File: src/rtl/sensor_event_fsm_if.sv
// Sensor event detector bus: raw sensor/mode/clear controls in,
// per-channel event flags, counters and saturation status out.
interface sensor_event_fsm_if #(
  parameter int NUM_CH    = 4,
  parameter int CNT_WIDTH = 8
);
  logic [NUM_CH-1:0]           sensor;
  logic                        mode;
  logic                        count_clear;
  logic [NUM_CH-1:0]           count_flag;
  logic                        any_flag;
  logic [NUM_CH*CNT_WIDTH-1:0] event_count;
  logic [NUM_CH-1:0]           count_sat;

  modport master (
    output sensor, mode, count_clear,
    input  count_flag, any_flag, event_count, count_sat
  );

  modport slave (
    input  sensor, mode, count_clear,
    output count_flag, any_flag, event_count, count_sat
  );
endinterface

File: src/rtl/sensor_event_fsm.sv
// Multi-channel sensor press detector: per-channel synchroniser, debounce FSM
// with optional auto-repeat, and saturating event counters.
module sensor_event_fsm #(
  parameter int NUM_CH          = 4,
  parameter int SYNC_STAGES     = 2,
  parameter int DEBOUNCE_CYCLES = 4,
  parameter int REPEAT_CYCLES   = 8,
  parameter int CNT_WIDTH       = 8
) (
  input  logic              clk,
  input  logic              reset,
  sensor_event_fsm_if.slave bus
);

  localparam logic [2:0] IDLE   = 3'd0;
  localparam logic [2:0] DB_ON  = 3'd1;
  localparam logic [2:0] FLAG   = 3'd2;
  localparam logic [2:0] HELD   = 3'd3;
  localparam logic [2:0] DB_OFF = 3'd4;

  localparam int DB_W = $clog2(DEBOUNCE_CYCLES + 1);
  localparam int RP_W = $clog2(REPEAT_CYCLES + 1);
  localparam logic [DB_W-1:0]      DB_LAST = DB_W'(DEBOUNCE_CYCLES - 1);
  localparam logic [RP_W-1:0]      RP_LAST = RP_W'(REPEAT_CYCLES - 1);
  localparam logic [CNT_WIDTH-1:0] CNT_MAX = '1;

  logic [NUM_CH-1:0]           flag;
  logic [NUM_CH-1:0]           sat;
  logic [NUM_CH*CNT_WIDTH-1:0] counts;

  for (genvar i = 0; i < NUM_CH; i++) begin : g_ch
    logic [SYNC_STAGES-1:0] sync_p;
    logic                   s;
    logic [2:0]             state, state_nxt;
    logic [DB_W-1:0]        db_cnt, db_nxt;
    logic [RP_W-1:0]        rp_cnt, rp_nxt;
    logic [CNT_WIDTH-1:0]   ev_cnt;

    always_ff @(posedge clk or negedge reset) begin
      if (!reset) sync_p <= '0;
      else        sync_p <= {sync_p[SYNC_STAGES-2:0], bus.sensor[i]};
    end

    assign s = sync_p[SYNC_STAGES-1];

    always_comb begin
      state_nxt = state;
      db_nxt    = db_cnt;
      rp_nxt    = rp_cnt;
      case (state)
        IDLE: begin
          if (s) begin
            state_nxt = DB_ON;
            db_nxt    = '0;
          end
        end
        DB_ON: begin
          if (!s)                  state_nxt = IDLE;
          else if (db_cnt == DB_LAST) state_nxt = FLAG;
          else                     db_nxt    = db_cnt + 1'b1;
        end
        FLAG: begin
          state_nxt = HELD;
          rp_nxt    = '0;
        end
        HELD: begin
          // A release always wins over a pending repeat pulse.
          if (!s) begin
            state_nxt = DB_OFF;
            db_nxt    = '0;
          end else if (bus.mode && rp_cnt == RP_LAST) begin
            state_nxt = FLAG;
          end else if (bus.mode) begin
            rp_nxt = rp_cnt + 1'b1;
          end else begin
            rp_nxt = '0;
          end
        end
        DB_OFF: begin
          if (s) begin
            state_nxt = HELD;
            rp_nxt    = '0;
          end else if (db_cnt == DB_LAST) begin
            state_nxt = IDLE;
          end else begin
            db_nxt = db_cnt + 1'b1;
          end
        end
        default: state_nxt = IDLE;
      endcase
    end

    always_ff @(posedge clk or negedge reset) begin
      if (!reset) begin
        state  <= IDLE;
        db_cnt <= '0;
        rp_cnt <= '0;
      end else begin
        state  <= state_nxt;
        db_cnt <= db_nxt;
        rp_cnt <= rp_nxt;
      end
    end

    assign flag[i] = (state == FLAG);

    // Clear takes effect first, so a coincident flag still counts once.
    always_ff @(posedge clk or negedge reset) begin
      if (!reset)                            ev_cnt <= '0;
      else if (bus.count_clear)              ev_cnt <= CNT_WIDTH'(flag[i]);
      else if (flag[i] && ev_cnt != CNT_MAX) ev_cnt <= ev_cnt + 1'b1;
    end

    assign sat[i]                               = (ev_cnt == CNT_MAX);
    assign counts[i*CNT_WIDTH +: CNT_WIDTH]     = ev_cnt;
  end

  assign bus.count_flag  = flag;
  assign bus.any_flag    = |flag;
  assign bus.event_count = counts;
  assign bus.count_sat   = sat;

endmodule

File: src/flat_wrapper.sv
// flat-port wrapper written by rule: the top's interface ports become plain ports
module sensor_event_fsm_flat 
#(
  parameter int NUM_CH          = 4,
  parameter int SYNC_STAGES     = 2,
  parameter int DEBOUNCE_CYCLES = 4,
  parameter int REPEAT_CYCLES   = 8,
  parameter int CNT_WIDTH       = 8
)
  (clk, reset, bus_sensor, bus_mode, bus_count_clear, bus_count_flag, bus_any_flag, bus_event_count, bus_count_sat);
  sensor_event_fsm_if #(.NUM_CH(NUM_CH), .CNT_WIDTH(CNT_WIDTH)) bus_i ();
  input  logic clk;
  input  logic reset;
  input wire logic [$bits(bus_i.sensor)-1:0] bus_sensor;
  input wire logic [$bits(bus_i.mode)-1:0] bus_mode;
  input wire logic [$bits(bus_i.count_clear)-1:0] bus_count_clear;
  output wire logic [$bits(bus_i.count_flag)-1:0] bus_count_flag;
  output wire logic [$bits(bus_i.any_flag)-1:0] bus_any_flag;
  output wire logic [$bits(bus_i.event_count)-1:0] bus_event_count;
  output wire logic [$bits(bus_i.count_sat)-1:0] bus_count_sat;
  assign bus_i.sensor = bus_sensor;
  assign bus_i.mode = bus_mode;
  assign bus_i.count_clear = bus_count_clear;
  assign bus_count_flag = bus_i.count_flag;
  assign bus_any_flag = bus_i.any_flag;
  assign bus_event_count = bus_i.event_count;
  assign bus_count_sat = bus_i.count_sat;
  sensor_event_fsm #(.NUM_CH(NUM_CH), .SYNC_STAGES(SYNC_STAGES), .DEBOUNCE_CYCLES(DEBOUNCE_CYCLES), .REPEAT_CYCLES(REPEAT_CYCLES), .CNT_WIDTH(CNT_WIDTH)) u_core (.clk(clk), .reset(reset), .bus(bus_i));
endmodule
File: config.mk
export PLATFORM = sky130hd
export DESIGN_NAME = sensor_event_fsm_flat
export DESIGN_NICKNAME = d
export VERILOG_FILES = /design/src/rtl/sensor_event_fsm_if.sv /design/src/rtl/sensor_event_fsm.sv /design/src/flat_wrapper.sv
export SDC_FILE = /design/constraint.sdc
export NUM_CORES = 1
export LEC_CHECK = 0
export CAP_MARGIN = 20
export CORE_MARGIN = 2
export CORE_UTILIZATION = 32
export CTS_CLUSTER_DIAMETER = 150
export DETAILED_ROUTE_END_ITERATION = 6
export PLACE_DENSITY = 0.47
export SLEW_MARGIN = 20
export SYNTH_ARGS = -nofsm -noshare
export SYNTH_HDL_FRONTEND = slang
export SYNTH_SLANG_ARGS = --single-unit
File: constraint.sdc
create_clock -name clk -period 2.4 [get_ports clk]
set_input_delay 0.48 -clock clk [delete_from_list [all_inputs] [get_ports clk]]
set_output_delay 0.48 -clock clk [all_outputs]
set_load 0.01 [all_outputs]
==> results of run 1 <==
[cell families (layout without fill, tap and decap cells)]
group           count (synthesis)  count (layout)  synth area share [%]
simple gates                  179             179                  22.0
compound gates                 99              99                  14.8
flops                          80              80                  45.2
buf+inv                        44             115                  4.41
mux                            24              24                  5.68
xor+xnor                       17              17                  3.36
fa+ha+maj                      16              16                  4.52
[final cells by class]
class	instances	area [sq um]	area share [%]
Multi-Input combinational cell	335	2240	40.3
Sequential cell	80	2000	36.0
Timing Repair Buffer	76	723	13.0
Clock buffer	11	243	4.36
Tap cell	176	220	3.96
Inverter	24	90.1	1.62
Clock inverter	4	45.0	0.809
[worst reg2reg max path, delay by kind of cell (launching register included)]
family | cells | cell delay [ns]
multiplexers | 1 | 0.38
AO/OA/AOI/OAI | 2 | 0.39
flip-flops | 1 | 0.40
adder cells (fa/ha/maj) | 2 | 0.44
AND/OR/NAND/NOR | 1 | 0.24
[through the flow]
step	power (mW)	instance area, sq um	setup WS [ns]	cells
floorplan	2.94	4430	0.436	459
global placement	3.49	5250	0.202	689
detailed placement	3.51	5250	0.197	689
CTS	4.89	5550	0.00394	705
global route	5.23	5570	-0.00681	706
finish	4.84	5570	0.0952	706
[routing by layer]
metal | vias up | GRT usage (%) | routed length, microns
met4 | 0 | 5.60 | 168
met2 | 62 | 22.0 | 4400
met1 | 1776 | 19.6 | 4870
li1 | 1793 | - | -
met5 | - | 0 | 0
met3 | 11 | 3.75 | 374
[placed cells by master (no fill, tap or decap), types with 3 or more instances in the layout]
cell,n
a211oi_1,3
a21oi_1,19
a31o_2,3
a31oi_1,4
and3_1,13
buf_12,3
buf_4,26
clkbuf_16,9
clkdlybuf4s50_1,44
clkinv_2,3
dfrtp_1,78
ha_1,13
ha_2,3
inv_1,22
mux2_2,8
mux2i_1,15
nand2_1,27
nand2b_1,11
nand3_1,21
nand3b_1,4
nand4_1,8
nand4b_1,5
nor2_1,55
nor2b_1,9
nor3_1,3
nor4b_1,3
o2111ai_1,4
o211ai_1,9
o21ai_0,24
o221ai_1,3
o22ai_1,7
o2bb2ai_1,8
o31ai_1,3
xnor2_1,3
xor2_1,14
[power by group]
group          internal [mW]  switching [mW]
registers               1.58           0.189
clock network          0.823           0.543
logic                  0.800           0.913
[flip-flops by register name, indices dropped and copies added (netlist names)]
name                count
u_core.g_ch.sync_p      8
u_core.g_ch.ev_cnt     32
u_core.g_ch.state      12
u_core.g_ch.rp_cnt     16
u_core.g_ch.db_cnt     12
[path summary, 6_finish.rpt]
check | start | to | slack [ns] | depth (start not counted)
min in group clk | u_core.g_ch[1].sync_p[0]$_DFF_PN0_ | u_core.g_ch[1].sync_p[1]$_DFF_PN0_ | 0.34 | 0
max in group asynchronous | reset | u_core.g_ch[1].ev_cnt[1]$_DFFE_PN0P_ | 1.86 | 2
hold / removal | reset | u_core.g_ch[0].ev_cnt[5]$_DFFE_PN0P_ | 0.16 | 2
hold reg to reg | u_core.g_ch[1].sync_p[0]$_DFF_PN0_ | u_core.g_ch[1].sync_p[1]$_DFF_PN0_ | 0.34 | 0
setup reg to reg | u_core.g_ch[3].db_cnt[0]$_DFFE_PN0P_ | u_core.g_ch[3].db_cnt[2]$_DFFE_PN0P_ | 0.44 | 6
setup / recovery | u_core.g_ch[1].state[1]$_DFFE_PN0P_ | bus_any_flag | 0.1 | 4
[timing repair]
item / 4_1_cts / 5_1_grt
setup endpoints to repair: 5 / 4
setup buffers: 1 / 1
gates resized for setup: 4 / 6
==> impl_metrics.toml, run 1 <==
[setup_path]
cp.required_ns = 1.92
slowest_delay_ns = 0.51
crit_path_end_kind = "output pin"
cp_cell_sequence = "or3b_2, clkinv_1, or4_1, clkdlybuf4s15_1"
path_buf_inv = 2
worstPathMaxFanout = 4
cp_top_family = "simple AND/OR/NAND/NOR gates"
cp.arrival_ns = 1.82
crit_path_top_delay_cell = "or4_1"
path_class = "reg -> out"
cp-start-kind = "flip-flop"

[sta]
timing.final.hold_violations = 0
clock-skew-final_ns = 0.00862
drv_slew = 0
finalSetupViolations = 0
slew_headroom_pct = 70.8
hold_slack_ns = 0.156
finalCriticalPeriod_ns = 2.30
finalSetupTns_ns = 0
post-route-period-util_pct = 96.0
clock.fmax_mhz = 434
tightest_slew_ns = 0.433

[floorplan]
design.die.area_sq_um = 14800
dieHeight_microns = 122
ios = 49
rows = 42
die_w_microns = 122
core_sq_um = 13400
start_util_pct = 33.0

[grt]
grt_max_degree = 81
grt-ovfl-total = 0
grt_usage_pct = 14.4
grt_pass1_wl_mm = 16.9
grt_pass1_vias = 3425
grt_antenna_before_repair = 0

[layout]
nets = 550
syn_to_final_growth_pct = 25.7
utilization_pct = 41.5
antennaDiodeCount = 0
fillers = 1336
drive_gt1_share_pct = 12.3

[clock_network]
cts-root-buf = "clkbuf_16"
cts_tree = "done"
ctsHtreeMaxLevel = 3
cts_hold_buffers = 0
cts_buffers = 9
clk_pin_slew_ns = 0.06
cts_sinks = 80
ctsLongestPathBuffers = 2
clkLatencyLatePin_ns = 0.34

[yosys]
yosys-top-cells-area = "dfrtp_1 45%, nor2_1 4.7%, ha_1 4.5%, mux2i_1 3.4%, xor2_1 2.8%"
yosys_warnings = 0
ys_ff_latch = 80
yosysTopAreaCellShare_pct = 45.2
netlist.top_cell.by_area = "dfrtp_1"
synthArstFlopShare_pct = 100
synth_edf_count = 0
synth_ff_type = "dfrtp_1"
seq_area_frac_synth_pct = 45.2
synth_nets = 483
synth.most_common_cell = "dfrtp_1"
synth_area_sq_um = 4430
ys_top_cells_by_count = "80 x dfrtp_1, 56 x nor2_1, 27 x nand2_1, 24 x o21ai_0, 22 x inv_1"
netlist_instances = 459
ys_types = 58
syn_area_per_cell_sq_um = 9.65

[detailed_routing]
drtIter0Drc = 256
ant_nets = 0
vias_per_cell = 5.16
wl_per_cell_microns = 13.9
dr_total_vias = 3642
drc_errors = 0
finalWirelength_mm = 9.81
firstDrtPassIters = 4

[placed_design]
dp.final_hpwl_mm = 6.77
numPortBuffers = 48
place.gp.congestion = 0.787

[power]
p_leak_nw = 2.43
ir_drop_mv = 0.314
power_density_nw_per_um2 = 870

[flow_run]
cap_viol_max_count = 0

[hold_path]
hp-class = "in -> async"

[outcome]
outcome = "completed"
Note: power is estimated with default switching activity, not from simulation.
==> run 2: changes to the inputs <==
- CTS_BUF_LIST: default -> sky130_fd_sc_hd__clkbuf_4
- SLEW_MARGIN: 20 -> default
==> run 2 against run 1 <==
Compared with the run above:
- combinational power grew 5%
- global-route usage rose by 0.14 points
- maximum frequency shrank 0.49%
- power is 11% lower
- sequential share of layout area rose by 0.60 points
- hold slack got worse by 0.13 ns
- sequential cell count did not move
- clock power shrank 42%
- count of clock-buffer cells in the layout fell by 1
==> impl_metrics.toml, run 2 (same netlist as run 1, synthesis figures left out) <==
[outcome]
outcome = "completed"

[placed_design]
numPortBuffers = 48
dp.final_hpwl_mm = 6.77
place.gp.congestion = 0.787
dp.cells = 689
placed_area_sq_um = 5250

[clock_network]
cts_tree = "done"
clk_pin_slew_ns = 0.14
cts_buffers = 9
ctsLongestPathBuffers = 2
cts-root-buf = "clkbuf_4"
clkLatencyLatePin_ns = 0.47
cts_sinks = 80
cts_hold_buffers = 0
ctsHtreeMaxLevel = 3

[setup_path]
crit_path_end_kind = "output pin"
path_buf_inv = 2
cp.arrival_ns = 1.84
slowest_delay_ns = 0.49
worstPathMaxFanout = 4
path_class = "reg -> out"
critPathCapture = "bus_any_flag"
startpoint = "u_core.g_ch[1].state[1]$_DFFE_PN0P_"
cp.required_ns = 1.92
reg2reg_depth = 6
reg2reg_slack_ns = 0.43
crit_path_top_delay_cell = "or4_1"
r2r-end = "u_core.g_ch[3].db_cnt[2]$_DFFE_PN0P_"
cp_top_family = "simple AND/OR/NAND/NOR gates"
cp-start-kind = "flip-flop"
timing.rr.start = "u_core.g_ch[3].db_cnt[0]$_DFFE_PN0P_"
cp_cell_sequence = "or3b_4, clkinv_2, or4_1, buf_2"
path_depth = 4

[layout]
fin_area_sq_um = 5470
drive_gt1_share_pct = 14.3
final_cell_mix = "79 x dfrtp_1, 55 x nor2_1, 39 x clkdlybuf4s50_1"
largest_reg_flops = 32
antennaDiodeCount = 0
largest-register = "u_core.g_ch.ev_cnt"
syn_to_final_growth_pct = 23.6
nets = 557
final_common_cell = "dfrtp_1"
final_cell_count_no_fill = 713
top_regs = "u_core.g_ch.ev_cnt x32, u_core.g_ch.rp_cnt x16"

[sta]
timing.final.hold_violations = 0
finalSetupTns_ns = 0
rsz0062_at_grt = "false"
finalSetupViolations = 0
clock-skew-final_ns = 0.0249
finalCriticalPeriod_ns = 2.32
tightest_slew_ns = 0.447
slew_headroom_pct = 70.2
drv_slew = 0
clock.fmax_mhz = 432
post-route-period-util_pct = 96.5

[grt]
grt_max_degree = 81
grt_pass1_wl_mm = 17.1
grt_usage_pct = 14.6
grt-ovfl-total = 0
grt_pass1_vias = 3460
grt_antenna_before_repair = 0

[hold_path]
hp-class = "in -> async"

[detailed_routing]
vias_per_cell = 5.15
finalWirelength_mm = 9.89
drtIter0Drc = 252
ant_nets = 0
dr_total_vias = 3669
wl_per_cell_microns = 13.9
firstDrtPassIters = 4
drc_errors = 0

[flow_run]
cap_viol_max_count = 0

[floorplan]
start_util_pct = 33.0
ios = 49
rows = 42
design.die.area_sq_um = 14800
dieHeight_microns = 122
die_w_microns = 122
core_sq_um = 13400

[power]
p_leak_nw = 2.47
ir_drop_mv = 0.258
power_density_nw_per_um2 = 791
run 2: changes by cell type in the layout (fill, tap and decap cells not counted), sizes merged:
cell	delta
clkbuf	-1
inv	+1
dlymetal6s2s	+3
clkdlybuf4s50	-5
buf	+8
dlygate4sd2	+1
run 2: worst register-to-register path: stages, from the launching register on:
cell	delay (ns)
dfrtp_1	0.42
ha_1	0.20
ha_1	0.24
nor4b_1	0.24
a31oi_1	0.07
o22ai_1	0.32
mux2_2	0.38
run 2: cell type report:
type / instances / area [sq um]
clock inverters: 5 / 48.8
repair buffers: 83 / 782
flip-flops and latches: 80 / 2000
well taps: 176 / 220
clock buffers: 10 / 75.1
multi-input cells: 335 / 2250
inverters: 24 / 91.3
fillers: 1345 / 7930
run 2: metrics by stage:
stage	hold slack [ns]	utilization, %	setup slack (ns)	power, mW
CTS	0.0192	40.7	0.0162	4.39
detailed placement	0.343	39.2	0.197	3.51
floorplan	0.184	-	0.436	2.94
global placement	0.334	39.2	0.202	3.49
finish	0.0217	40.8	0.0839	4.33
global route	0.0502	40.8	0.000538	4.70
run 2: routing by layer:
layer  GRT usage [%]  share of wire (%)
met2            22.4                 45
met4            6.68                2.1
met1            19.8                 49
met5               0                  0
met3            2.90                4.2
run 2: repair_timing:
| item | 4_1_cts | 5_1_grt |
|---|---|---|
| endpoints found under the setup margin | 9 | 5 |
| buffers inserted | 9 | 0 |
| gates resized for setup | 18 | 6 |
run 2: worst min path at each step:
stage / start / to / slack (ns) / cells after the start
2_1_floorplan: reset / u_core.g_ch[0].db_cnt[0]$_DFFE_PN0P_ / 0.18 / 0
3_3_place_gp: u_core.g_ch[2].sync_p[0]$_DFF_PN0_ / u_core.g_ch[2].sync_p[1]$_DFF_PN0_ / 0.33 / 0
3_5_place_dp: u_core.g_ch[2].sync_p[0]$_DFF_PN0_ / u_core.g_ch[2].sync_p[1]$_DFF_PN0_ / 0.34 / 0
4_1_cts: reset / u_core.g_ch[0].ev_cnt[5]$_DFFE_PN0P_ / 0.02 / 2
5_1_grt: reset / u_core.g_ch[0].ev_cnt[5]$_DFFE_PN0P_ / 0.05 / 2
6_report: reset / u_core.g_ch[0].ev_cnt[5]$_DFFE_PN0P_ / 0.02 / 2
run 2: where the power goes:
part | internal, mW | switching (mW)
Sequential | 1.57 | 0.162
Clock | 0.315 | 0.479
Combinational | 0.837 | 0.962
